$ cat src/rtl/reg_file_rename.sv
// reg_file_rename: architectural register file with per-register ROB rename tags
// Ports:
//   clk_in, rst_in (async, active-high), rdy_in (global stall when low), clear (flush)
//   dec_*    : issue-side operand indices, destination and allocated ROB id
//   val*/dep*: resolved operand value or the ROB id still to wait on
//   search_* : ROB lookup of the tag currently mapped to each source
//   commit_* : ROB retirement writing architectural state
module reg_file_rename #(
  parameter int ROB_WIDTH = 3
) (
  input  logic                 clk_in,
  input  logic                 rst_in,
  input  logic                 rdy_in,
  input  logic                 clear,
  input  logic                 dec_ready,
  input  logic [4:0]           dec_rs1,
  input  logic [4:0]           dec_rs2,
  input  logic [4:0]           dec_rd,
  input  logic [ROB_WIDTH-1:0] dec_rob_id,
  output logic [31:0]          val1,
  output logic                 dep1_valid,
  output logic [ROB_WIDTH-1:0] dep1,
  output logic [31:0]          val2,
  output logic                 dep2_valid,
  output logic [ROB_WIDTH-1:0] dep2,
  output logic [ROB_WIDTH-1:0] search_rob_id_1,
  output logic [ROB_WIDTH-1:0] search_rob_id_2,
  input  logic                 search_ready_1,
  input  logic [31:0]          search_val_1,
  input  logic                 search_ready_2,
  input  logic [31:0]          search_val_2,
  input  logic                 commit_ready,
  input  logic [ROB_WIDTH-1:0] commit_rob_id,
  input  logic [4:0]           commit_reg_id,
  input  logic [31:0]          commit_val
);
  logic [31:0][31:0]          value;
  logic [31:0]                busy;
  logic [31:0][ROB_WIDTH-1:0] tag;
  logic                       hit1, hit2;
  assign search_rob_id_1 = tag[dec_rs1];
  assign search_rob_id_2 = tag[dec_rs2];
  assign dep1 = tag[dec_rs1];
  assign dep2 = tag[dec_rs2];
  // Bypass only when the retiring instruction is the one the mapping still waits on.
  assign hit1 = commit_ready && commit_reg_id == dec_rs1 && commit_rob_id == tag[dec_rs1];
  assign hit2 = commit_ready && commit_reg_id == dec_rs2 && commit_rob_id == tag[dec_rs2];
  always_comb begin
    val1 = dec_rs1 == 5'd0 ? 32'd0 : !busy[dec_rs1] ? value[dec_rs1] : hit1 ? commit_val : search_ready_1 ? search_val_1 : 32'd0;
    dep1_valid = dec_rs1 != 5'd0 && busy[dec_rs1] && !hit1 && !search_ready_1;
    val2 = dec_rs2 == 5'd0 ? 32'd0 : !busy[dec_rs2] ? value[dec_rs2] : hit2 ? commit_val : search_ready_2 ? search_val_2 : 32'd0;
    dep2_valid = dec_rs2 != 5'd0 && busy[dec_rs2] && !hit2 && !search_ready_2;
  end
  // Later nonblocking writes win: clear overrides commit's busy release, rename overrides commit.
  always_ff @(posedge clk_in or posedge rst_in) begin
    if (rst_in) begin
      value <= '0;
      busy  <= '0;
      tag   <= '0;
    end else if (rdy_in) begin
      if (commit_ready && commit_reg_id != 5'd0) begin
        value[commit_reg_id] <= commit_val;
        if (tag[commit_reg_id] == commit_rob_id) busy[commit_reg_id] <= 1'b0;
      end
      if (clear) busy <= '0;
      else if (dec_ready && dec_rd != 5'd0) begin
        busy[dec_rd] <= 1'b1;
        tag[dec_rd]  <= dec_rob_id;
      end
    end
  end
endmodule

$ cat config.mk
export PLATFORM = sky130hd
export DESIGN_NAME = reg_file_rename
export DESIGN_NICKNAME = d
export VERILOG_FILES = /design/src/rtl/reg_file_rename.sv
export SDC_FILE = /design/constraint.sdc
export NUM_CORES = 2
export LEC_CHECK = 0
export ABC_AREA = 0
export ABC_CLOCK_PERIOD_IN_PS = 42300
export CORE_ASPECT_RATIO = 2
export CORE_UTILIZATION = 58
export CTS_BUF_LIST = sky130_fd_sc_hd__clkbuf_4 sky130_fd_sc_hd__clkbuf_8
export DETAILED_ROUTE_END_ITERATION = 10
export PLACE_DENSITY_LB_ADDON = 0.25
export REMOVE_ABC_BUFFERS = 1
export SLEW_MARGIN = 20
export SYNTH_ARGS = -nofsm -noshare
export SYNTH_HDL_FRONTEND = slang
export SYNTH_SLANG_ARGS = --single-unit
$ cat constraint.sdc
create_clock -name clk_in -period 42.3 [get_ports clk_in]
set_input_delay 8.46 -clock clk_in [delete_from_list [all_inputs] [get_ports clk_in]]
set_output_delay 8.46 -clock clk_in [all_outputs]
set_load 0.005 [all_outputs]
==> out/qor.csv <==
stage;metric;value;unit
run_status;status;complete, no violations;
final_layout;stdcell_count;6272;
global_route;grt_first_pass_wirelength;316700;um
sta;worst_slew_pin_slew;1.152;ns
yosys;async_flop_share;1.000;
pwr;comb_power_share;0.186;
sta;slew_viol_final;0;
die;start_util;0.5857;
cts;htree_levels;4;
yosys;synthFlopType;dfrtp_1;
yosys;synth_warnings;0;
drt;vias;45650;
final_layout;nets;4787;
cts;cts_resized;0;
final_layout;fill_cells;8144;
sta;period_needed;22.65;ns
drt;drtAntennaViolNets;0;
placement;io_buffers;207;
drt;viasPerCell;7.278;
hold_path;hold_class;register to register;
yosys;postSynthAreaPerCell;13.73;um2
drt;first_pass_iters;6;
pwr;p_leak;31.32;nW
yosys;synth_area;64410;um2
final_layout;seq_area;28830;um2
critical_path;path_buf_inv;6;
pwr;p_sw_frac;0.2840;
global_route;grt_pass1_vias;47650;
pwr;p_seq_frac;0.475;
sta;fin_ws;19.65;ns
pwr;clock_power_share;0.339;
critical_path;worstSetupStartpointType;input pin;
cts;clock-sinks;1152;
drt;wl_per_cell;34.36;um
pwr;p_switching;0.8005;mW
critical_path;cp-end-kind;output port;
final_layout;final_common_cell;dfrtp_1;
critical_path;max_stage_delay;0.67;ns
final_layout;final_core_util;0.6447;
die;die_w;237.6;um
cts;root_buffer;clkbuf_8;
global_route;grt_max_degree;187;
die;dieArea;112500;um2
die;dieHeight;473.3;um
critical_path;arrival;14.19;ns
sta;fmax;44.15;MHz
global_route;antenna_found_initial;5;
sta;rsz0062_at_grt;false;
cts;clkTransAtPathRegs;0.06;ns
sta;skew;0.05237;ns
global_route;track_usage;0.3912;
cts;cts_setup_buffers;0;
placement;gp_congestion;0.9515;
sta;period_share;0.5355;
final_layout;synthToLayoutAreaGrowth;10.08;%
cts;clockBufferDepth;3;
yosys;ys_ff_latch;1152;
pwr;intPower;2.018;mW
final_layout;drive_above_1_share;0.4463;
yosys;synth_edf_count;0;
final_layout;final_cell_mix;dfrtp_1, mux2_2, mux4_2;
die;coreArea;110000;um2
pwr;ir_worst_vdd;0.00003186;V
yosys;ys_types;64;
final_layout;multi_input_area;33470;um2
die;fp-row-count;172;
drt;drt_iter0_drc;4535;
drt;drc_errors;0;
cts;clk_latency;0.91;ns
drt;wl;215500;um
critical_path;crit_fanout;35;
global_route;grt_overflow;0;
critical_path;crit_type;input pin to output port;
critical_path;crit_required;33.84;ns
final_layout;finalInstanceArea;70900;um2
sta;hold_violations;0;
pwr;pwr_density_cell;39.75;nW/um2
sta;setup_violations;0;
cts;cts_tree;done;
placement;placed_area;67400;um2
critical_path;critical_path.cell_chain;buf_8 > buf_4 > buf_4 > mux4_2 > nand2_1 > o2bb2ai_1 > a221o_1 > mux2i_4 > buf_4 > and2_2 > buf_4 > a211oi_2 > clkdlybuf4s50_1;
yosys;syn_inst;4692;
sta;setup_tns;0;ns
placement;post-dp-hpwl;123800;um
cts;hold_buffers;0;
critical_path;slowest_stage;buf_4;
job;cap_violations;0;
yosys;synth_sequential_area_ratio;0.4476;
cts;numCtsBuffers;165;
die;io_pins;208;
sta;maxSlewHeadroom;0.2296;
critical_path;path_common_cell;buf_4;
placement;place_ws;19.77;ns
placement;dp_cells;5968;
critical_path;path_delay_family;buffers and inverters;
[cell type report]
type | instances | area share
Antenna cell | 3 | 0.0001059
Clock buffer | 266 | 0.04590
Clock inverter | 34 | 0.003706
Inverter | 37 | 0.002100
Multi-Input combinational cell | 2961 | 0.4721
Sequential cell | 1152 | 0.4066
Tap cell | 1479 | 0.02610
Timing Repair Buffer | 340 | 0.04339
[cells by family after synthesis]
logic type / after synthesis / synth area share
flip-flops: 1152 / 0.4476
buffers and inverters: 579 / 0.03749
XOR/XNOR: 17 / 0.002312
multiplexers: 1919 / 0.4166
AND/OR/NAND/NOR: 447 / 0.03250
AO/OA/AOI/OAI: 578 / 0.06352
[state kept, by name, summed over array words and instances (netlist names)]
| register | cells |
|---|---|
| value | 1024 |
| busy | 32 |
| tag | 96 |
[path summary, 6_finish.rpt]
| kind | startpoint | to | slack (ns) | depth (start not counted) |
|---|---|---|---|---|
| worst min-delay path | value[19] | value[19] | 0.40 | 0 |
| worst min register to register | value[19] | value[19] | 0.40 | 0 |
| worst max-delay path | dec_rs2[0] | val2[8] | 19.65 | 13 |
| min in group asynchronous | rst_in | value[185] | 8.16 | 2 |
| worst max register to register | tag[48] | busy[10] | 39.18 | 8 |
| max in group asynchronous | rst_in | value[413] | 30.17 | 6 |
[routing by layer]
layer / GRT usage / wire length (um)
met1: 0.4641 / 74320
met4: 0.2872 / 18380
met5: 0 / 13
met2: 0.6298 / 103700
met3: 0.08415 / 19110
[power groups by stage]
stage	clock (mW)	combinational (mW)	sequential, mW
2_1_floorplan	0	0.341	1.32
4_1_cts	0.963	0.522	1.33
3_5_place_dp	0	0.520	1.35
3_3_place_gp	0	0.510	1.34
6_report	0.956	0.524	1.34
5_1_grt	1.01	0.555	1.35
[synthesized netlist by cell type (12+ instances only)]
cell type / number / area (um2)
nand3_1: 58 / 290.3
a211oi_2: 20 / 250.2
o31ai_1: 27 / 202.7
and2_1: 14 / 87.58
nand2_1: 180 / 675.7
o21ai_0: 92 / 460.4
buf_4: 28 / 210.2
o211ai_1: 58 / 435.4
mux2i_1: 324 / 3243
nor2_1: 105 / 394.1
mux2_2: 1095 / 12330
a31oi_1: 87 / 544.3
buf_1: 55 / 206.5
inv_1: 35 / 131.4
buf_2: 78 / 390.4
nor3_1: 12 / 60.06
nand2b_1: 13 / 81.33
mux4_2: 499 / 11240
dfrtp_1: 1152 / 28830
a221oi_1: 120 / 1051
a22oi_1: 44 / 330.3
a21oi_1: 83 / 415.4
clkbuf_1: 375 / 1408
[per-stage QoR]
step           hold WS, ns  power (mW)
4_1_cts             0.4011       2.818
3_3_place_gp        0.3804       1.850
2_1_floorplan       0.3689       1.665
3_5_place_dp        0.3869       1.874
5_1_grt             0.4141       2.915
6_report            0.4024       2.819
No activity file was read; power rests on OpenSTA's default activity.
